**src/rtl/alu_seq_exec.sv**
```systemverilog
// Sequential execute unit: single-cycle logic/arith/shift ops plus an iterative
// shift-add multiplier, with valid/ready handshakes on both request and result.
module alu_seq_exec #(
  parameter int unsigned WIDTH = 32
) (
  input  logic             clk_i,
  input  logic             rst_i,
  input  logic             valid_i,
  output logic             ready_o,
  input  logic [2:0]       ALUCtrl_i,
  input  logic [WIDTH-1:0] data1_i,
  input  logic [WIDTH-1:0] data2_i,
  output logic             valid_o,
  input  logic             ready_i,
  output logic [WIDTH-1:0] result_o,
  output logic             zero_o
);

  localparam int unsigned SHW = (WIDTH > 1) ? $clog2(WIDTH) : 1;

  localparam logic [2:0] OP_AND  = 3'b000;
  localparam logic [2:0] OP_ADD  = 3'b001;
  localparam logic [2:0] OP_ADDI = 3'b010;
  localparam logic [2:0] OP_MUL  = 3'b011;
  localparam logic [2:0] OP_SRAI = 3'b100;
  localparam logic [2:0] OP_SLL  = 3'b101;
  localparam logic [2:0] OP_XOR  = 3'b110;
  localparam logic [2:0] OP_SUB  = 3'b111;

  typedef enum logic [1:0] {
    S_IDLE,
    S_MUL,
    S_DONE
  } state_t;

  state_t           state_q, state_d;
  logic [WIDTH-1:0] mcand_q, mcand_d;
  logic [WIDTH-1:0] mplier_q, mplier_d;
  logic [WIDTH-1:0] acc_q, acc_d;
  logic [SHW-1:0]   cnt_q, cnt_d;
  logic [WIDTH-1:0] result_d;
  logic             ready_d, valid_d, zero_d;
  logic [WIDTH-1:0] alu_res;
  logic [WIDTH-1:0] acc_sum;
  logic [SHW-1:0]   shamt;

  // Single-cycle operation result, taken straight from the request operands
  always_comb begin
    shamt   = data2_i[SHW-1:0];
    alu_res = '0;
    case (ALUCtrl_i)
      OP_AND:  alu_res = data1_i & data2_i;
      OP_ADD:  alu_res = data1_i + data2_i;
      OP_ADDI: alu_res = data1_i + data2_i;
      OP_MUL:  alu_res = '0;
      OP_SRAI: alu_res = WIDTH'($signed(data1_i) >>> shamt);
      OP_SLL:  alu_res = data1_i << shamt;
      OP_XOR:  alu_res = data1_i ^ data2_i;
      OP_SUB:  alu_res = data1_i - data2_i;
      default: alu_res = '0;
    endcase
  end

  assign acc_sum = acc_q + (mplier_q[0] ? mcand_q : '0);

  // Next-state and datapath update
  always_comb begin
    state_d  = state_q;
    mcand_d  = mcand_q;
    mplier_d = mplier_q;
    acc_d    = acc_q;
    cnt_d    = cnt_q;
    result_d = result_o;

    case (state_q)
      S_IDLE: begin
        if (valid_i) begin
          if (ALUCtrl_i == OP_MUL) begin
            mcand_d  = data1_i;
            mplier_d = data2_i;
            acc_d    = '0;
            cnt_d    = '0;
            state_d  = S_MUL;
          end else begin
            result_d = alu_res;
            state_d  = S_DONE;
          end
        end
      end
      S_MUL: begin
        // Fixed WIDTH iterations; the last one commits its own partial sum
        acc_d    = acc_sum;
        mcand_d  = mcand_q << 1;
        mplier_d = mplier_q >> 1;
        cnt_d    = cnt_q + SHW'(1);
        if (cnt_q == SHW'(WIDTH - 1)) begin
          result_d = acc_sum;
          state_d  = S_DONE;
        end
      end
      S_DONE: begin
        if (ready_i) state_d = S_IDLE;
      end
      default: state_d = S_IDLE;
    endcase

    ready_d = (state_d == S_IDLE);
    valid_d = (state_d == S_DONE);
    zero_d  = (result_d == '0);
  end

  always_ff @(posedge clk_i or negedge rst_i) begin
    if (!rst_i) begin
      state_q  <= S_IDLE;
      mcand_q  <= '0;
      mplier_q <= '0;
      acc_q    <= '0;
      cnt_q    <= '0;
      result_o <= '0;
      ready_o  <= 1'b1;
      valid_o  <= 1'b0;
      zero_o   <= 1'b1;
    end else begin
      state_q  <= state_d;
      mcand_q  <= mcand_d;
      mplier_q <= mplier_d;
      acc_q    <= acc_d;
      cnt_q    <= cnt_d;
      result_o <= result_d;
      ready_o  <= ready_d;
      valid_o  <= valid_d;
      zero_o   <= zero_d;
    end
  end

endmodule
```
**config.mk**
```make
export PLATFORM = sky130hd
export DESIGN_NAME = alu_seq_exec
export DESIGN_NICKNAME = d
export VERILOG_FILES = /design/src/rtl/alu_seq_exec.sv
export SDC_FILE = /design/constraint.sdc
export NUM_CORES = 1
export LEC_CHECK = 0
export BUFFER_PORTS_ARGS = -buffer_cell sky130_fd_sc_hd__buf_2
export CAP_MARGIN = 20
export CELL_PAD_IN_SITES_DETAIL_PLACEMENT = 1
export CELL_PAD_IN_SITES_GLOBAL_PLACEMENT = 1
export CORE_ASPECT_RATIO = 0.9
export CORE_MARGIN = 5
export CORE_UTILIZATION = 25
export DETAILED_ROUTE_END_ITERATION = 7
export PLACE_DENSITY_LB_ADDON = 0.1
export SETUP_SLACK_MARGIN = 0.1
export SYNTH_ARGS = -nofsm -noshare
export SYNTH_HDL_FRONTEND = slang
export SYNTH_SLANG_ARGS = --single-unit
```
**constraint.sdc**
```tcl
create_clock -name clk_i -period 4.3 [get_ports clk_i]
set_input_delay 0.86 -clock clk_i [delete_from_list [all_inputs] [get_ports clk_i]]
set_output_delay 0.86 -clock clk_i [all_outputs]
set_load 0.02 [all_outputs]
```
==> results.py, run 1 <==
metrics = {
    "synth": {
        "synth_ff_type": "dfrtp_1",
        "seq_area_frac_synth_pct": 21.8,
        "synth_cells": 1938,
        "syn_avg_cell_area_sq_um": 8.18,
        "synth_nets": 2109,
        "synth_warnings": 0,
        "synthesis.area_sq_um": 15900,
        "synth-edff-count": 0,
        "synth.distinct_cells": 95,
        "ys_ff_latch": 138,
        "async_reset_ff_share_pct": 100,
    },
    "clock_tree": {
        "cts_htree_levels": 4,
        "cts_buffer_depth": 2,
        "cts_buffers": 17,
        "clk_pin_slew_ns": 0.07,
        "cts_root_buf": "clkbuf_16",
        "insertion_delay_ns": 0.49,
        "cts_hold_buffers": 0,
        "cts_tree": "yes",
        "cts.sinks": 138,
    },
    "timing": {
        "drv_slew": 0,
        "max_slew_margin_pct": 22.5,
        "holdWs_ns": 0.414,
        "grt_setup_unrepaired": "yes",
        "hold_viol": 0,
        "setup_ws_ns": -0.479,
        "fin_crit_sh_pct": 111,
        "tns_ns": -0.992,
        "fmax_mhz": 209,
        "min_period_ns": 4.78,
        "max_slew.worst_pin.slew_ns": 1.16,
        "skew_ns": 0.00991,
        "setup_viol": 3,
    },
    "run_status": {
        "status": "finished with violations",
        "violations": "setup timing",
    },
    "detailed_routing": {
        "drtPass1Iterations": 6,
        "vias": 18200,
        "drt-total-wl_mm": 95.8,
        "wl_per_cell_um": 29.3,
        "drtAntennaViolNets": 0,
        "drc": 0,
        "viasPerCell": 5.59,
        "drt_first_iter_violations": 1571,
    },
    "place": {
        "dpl.hpwl_mm": 77.7,
        "numPortBuffers": 105,
        "place.gp.congestion": 1.03,
        "dp_slack_ns": -1.39,
        "dpl_cell_area_sq_um": 20600,
    },
    "layout": {
        "fill_cells": 7458,
        "n_antenna_cell": 0,
        "nets": 2576,
        "areaGrowthSynthToFinish_pct": 37.1,
        "final_common_cell": "buf_4",
        "layout_common_cells": "buf_4, nand2_1, o21ai_0",
        "final_area_sq_um": 21800,
        "final_layout_size_suffix_gt1_share_pct": 33.4,
    },
    "global_routing": {
        "gr-total-overflow": 0,
        "grt_pass1_wl_mm": 137,
        "antenna_found_initial": 7,
        "grt_pass1_vias": 18800,
        "grt.total_usage_pct": 27.2,
        "grt_max_degree": 86,
    },
    "setup_path": {
        "worstPathArrival_ns": 5.17,
        "crit_fanout": 5,
        "r2r_end": "zero_o",
        "ff2ff_path_depth": 14,
        "rrSetupSlack_ns": 0.06,
        "crit_type": "input pin to register",
        "start_kind": "input pin",
        "cp.required_ns": 4.70,
        "endpoint_kind": "register",
        "rr_startpoint": "mplier_q[0]",
    },
    "die": {
        "rows": 87,
        "die_x_um": 276,
        "core_area_sq_um": 62800,
        "die_height_um": 249,
        "design.portCount": 106,
        "dieArea_sq_um": 68600,
        "initial_core_util_pct": 25.3,
    },
    "power_and_ir_drop": {
        "p_leak_nw": 9.32,
        "vdd_drop_max_mv": 0.321,
        "powerDensity_nw_per_um2": 437,
    },
    "run": {
        "cap_viol_max_count": 0,
    },
    "worst_hold_path": {
        "worstHoldPathType": "input pin to asynchronous set/reset pin",
    },
}
==> worst max-delay path by stage <==
stage               start  endpoint  slack (ns)
6_report       data2_i[0]    zero_o       -0.48
5_1_grt        data2_i[6]    zero_o       -0.59
4_1_cts        data2_i[6]    zero_o       -0.40
3_5_place_dp   data2_i[2]    zero_o       -1.39
3_3_place_gp   data2_i[6]    zero_o       -1.31
2_1_floorplan  data2_i[0]    zero_o       -1.22
==> final cells by class <==
type                    count  area [sq um]  area share (%)
well taps                 845          1060            4.86
repair buffers            597          4370            20.1
multi-input cells        1620         12200            55.9
clock buffers              23           488            2.24
flip-flops and latches    138          3460            15.9
clock inverters             9          87.6           0.403
inverters                  31           124           0.569
==> per-layer routing <==
layer	up-vias	part of all wire, %	GRT usage [%]
met5	-	0.013	0
met2	592	45	43.2
met3	126	5.3	4.17
met1	9269	46	38.1
li1	8259	-	-
met4	2	3.6	8.37
==> state kept, by name, summed over array words and instances (netlist names) <==
name      count
mcand_q      32
acc_q        32
ready_o       1
valid_o       1
mplier_q     32
result_o     32
cnt_q         5
zero_o        1
state_q       2
==> cell usage after synthesis (all sizes together), types with 22 or more instances <==
library cell	count	area, sq um
nand2	241	905
o21ai	176	881
dfrtp	136	3400
nor2	119	447
a21oi	116	584
clkbuf	116	435
mux2i	114	1140
ha	98	1230
mux4	48	1080
o22ai	48	300
xnor2	43	377
nand3	39	195
nor3	39	195
and2	38	238
mux2	37	420
xor2	37	324
buf	33	201
inv	30	113
a21o	29	218
nand4	23	144
o211ai	22	165
==> critical path, stage by stage <==
cell and delay [ns]:
buf_8 0.10, inv_6 0.05, ha_4 0.15, and4_4 0.28
inv_2 0.05, or4_4 0.49, nor2_4 0.15, buf_6 0.11
buf_6 0.08, nand2_4 0.04, o21ai_4 0.14, xor2_2 0.10
ha_4 0.32, nand4_1 0.19, or3_4 0.44, o21ai_4 0.19
nor3_1 0.07, or4_4 0.52, a211o_1 0.33, nor4_2 0.20
nand2b_1 0.13, nor4_2 0.16
==> kinds of logic (layout without fill, tap and decap cells) <==
| logic type | count (synthesis) | in the layout | share of synthesized area, % |
|---|---|---|---|
| AO/OA/AOI/OAI | 621 | 621 | 25.7 |
| AND/OR/NAND/NOR | 620 | 620 | 18.7 |
| multiplexers | 199 | 199 | 16.7 |
| buffers and inverters | 180 | 660 | 4.75 |
| flip-flops | 138 | 138 | 21.8 |
| adder cells (fa/ha/maj) | 100 | 100 | 7.98 |
| XOR/XNOR | 80 | 80 | 4.42 |
==> timing repair <==
| item | in CTS | in global routing |
|---|---|---|
| buffers inserted | 7 | 8 |
| resized for setup | 60 | 40 |
| setup endpoints to repair | 15 | 9 |
| pin swaps | 24 | 21 |
==> power breakdown <==
group          total (mW)  switching [mW]  leakage, nW  internal (mW)
Sequential           2.37           0.483         1.71           1.88
Combinational        5.59            3.30         7.33           2.29
Clock                1.55           0.690        0.272          0.857
==> metrics by stage <==
step,instances,power (mW),utilization (%)
2_1_floorplan,1938,5.23,-
3_3_place_gp,3217,7.74,32.8
3_5_place_dp,3217,7.83,32.8
4_1_cts,3256,9.50,34.2
5_1_grt,3263,10.1,34.6
6_report,3263,9.51,34.6
Power figures use the tool's default switching activity.
==> run 2: changes to the inputs <==
--- a/config.mk
+++ b/config.mk
@@ -14,7 +14,9 @@
 export CORE_UTILIZATION = 25
 export DETAILED_ROUTE_END_ITERATION = 7
 export PLACE_DENSITY_LB_ADDON = 0.1
+export RECOVER_POWER = 25
 export SETUP_SLACK_MARGIN = 0.1
+export SKIP_CTS_REPAIR_TIMING = 1
 export SYNTH_ARGS = -nofsm -noshare
 export SYNTH_HDL_FRONTEND = slang
 export SYNTH_SLANG_ARGS = --single-unit
==> results.py, run 2 (same netlist as run 1, synthesis figures left out) <==
metrics = {
    "detailed_routing": {
        "drt_first_iter_violations": 1518,
        "viasPerCell": 5.60,
        "drt-total-wl_mm": 95.6,
        "drtAntennaViolNets": 0,
        "drc": 0,
        "vias": 18300,
        "wl_per_cell_um": 29.3,
        "drtPass1Iterations": 5,
    },
    "timing": {
        "max_slew_margin_pct": -30.2,
        "hold_viol": 0,
        "setup_viol": 4,
        "setup_ws_ns": -0.552,
        "skew_ns": 0.00997,
        "max_slew.worst_pin.slew_ns": 1.95,
        "grt_setup_unrepaired": "yes",
        "fin_crit_sh_pct": 113,
        "fmax_mhz": 206,
        "drv_slew": 70,
        "tns_ns": -1.15,
        "min_period_ns": 4.85,
    },
    "die": {
        "dieArea_sq_um": 68600,
        "die_x_um": 276,
        "rows": 87,
        "core_area_sq_um": 62800,
        "die_height_um": 249,
        "initial_core_util_pct": 25.3,
        "design.portCount": 106,
    },
    "layout": {
        "finalNonFillerCells": 3261,
        "final_util_pct": 34.6,
        "areaGrowthSynthToFinish_pct": 36.9,
        "layout_common_cells": "buf_4, nand2_1, o21ai_0",
        "nets": 2572,
        "final_layout_size_suffix_gt1_share_pct": 33.7,
        "final_common_cell": "buf_4",
    },
    "place": {
        "numPortBuffers": 105,
        "place.gp.congestion": 1.03,
        "dpl.hpwl_mm": 77.7,
        "placed_cells": 3217,
        "dp_slack_ns": -1.39,
    },
    "setup_path": {
        "path_delay_family": "simple AND/OR/NAND/NOR gates",
        "critPathMaxStageDelay_ns": 0.55,
        "worstPathCellList": "buf_8 > nor2_4 > buf_6 > and4_4 > inv_2 > or4_4 > nor2_4 > and3_4 > nand2_2 > or2_4 > o21ai_2 > xor2_1 > ha_2 > a21o_1 > a21oi_2 > nor2_2 > or4_4 > nor3_2 > or4_4 > a211o_1 > nor4_1 > nand2b_1 > nor4_2",
        "rrSetupSlack_ns": 0.05,
        "crit_type": "input pin to register",
        "crit_fanout": 4,
        "rr_startpoint": "mplier_q[0]",
        "crit_start": "data2_i[5]",
        "ff2ff_path_depth": 14,
        "cp.required_ns": 4.70,
        "cpMaxStageDelayCell": "or4_4",
        "r2r_end": "zero_o",
        "worstPathArrival_ns": 5.25,
        "crit_top_cell": "or4_4",
        "endpoint_kind": "register",
        "start_kind": "input pin",
        "worstPathBufferInverterCount": 3,
    },
    "global_routing": {
        "gr-total-overflow": 0,
        "grt_max_degree": 86,
        "antenna_found_initial": 7,
        "grt_pass1_wl_mm": 137,
        "grt.total_usage_pct": 27.2,
        "grt_pass1_vias": 18700,
    },
    "power_and_ir_drop": {
        "powerDensity_nw_per_um2": 437,
        "vdd_drop_max_mv": 0.322,
        "power.total_mw": 9.49,
        "p_leak_nw": 9.29,
    },
    "worst_hold_path": {
        "hold_start": "mplier_q[2]",
        "hold_end": "mplier_q[1]",
        "worstHoldPathType": "register to register",
        "hold_depth": 2,
    },
    "run_status": {
        "violations": "capacitance limit, slew limit, setup timing",
        "status": "finished with violations",
    },
    "clock_tree": {
        "cts.sinks": 138,
        "cts_buffers": 17,
        "cts_tree": "yes",
        "cts_htree_levels": 4,
        "cts_root_buf": "clkbuf_16",
        "insertion_delay_ns": 0.49,
        "clk_pin_slew_ns": 0.07,
        "cts_buffer_depth": 2,
    },
    "run": {
        "cap_viol_max_count": 1,
    },
}
[run 2: layer usage]
metal	track usage (%)	vias up	part of all wire, %
li1	-	8257	-
met1	38.1	9279	46
met2	43.0	592	45
met3	4.07	120	5.6
met4	8.68	2	3.5
met5	0	-	0.013
[run 2: worst max path at each step]
stage | endpoint | slack, ns | depth (start not counted)
2_1_floorplan | zero_o | -1.22 | 25
3_3_place_gp | zero_o | -1.31 | 24
3_5_place_dp | zero_o | -1.39 | 23
4_1_cts | zero_o | -0.87 | 23
5_1_grt | zero_o | -0.64 | 23
6_report | zero_o | -0.55 | 23
[run 2: worst min-delay path: stages, from the launching register on]
cell and delay (ns):
dfrtp_1 0.34, nand2_1 0.05, o21ai_0 0.06
[run 2: where the power goes]
group	leakage [nW]	total [mW]	switching, mW	internal (mW)
clock	0.272	1.54	0.686	0.857
sequential	1.71	2.36	0.478	1.88
combinational	7.30	5.58	3.30	2.28
total	9.29	9.49	4.47	5.02
[run 2: stage by stage]
stage	hold slack, ns	area (sq um)
2_1_floorplan	0.443	16100
3_3_place_gp	0.461	20600
3_5_place_dp	0.473	20600
4_1_cts	0.420	21200
5_1_grt	0.512	21700
6_report	0.484	21700
[run 2: cell type report]
| type | instances | area, sq um |
|---|---|---|
| tap | 845 | 1060 |
| antenna | 2 | 5.00 |
| inverter | 31 | 119 |
| clock inverter | 9 | 87.6 |
| clock buffer | 23 | 488 |
| multi-input combinational | 1620 | 12200 |
| fill | 7456 | 41100 |
| timing repair buffer | 593 | 4320 |
| sequential | 138 | 3460 |
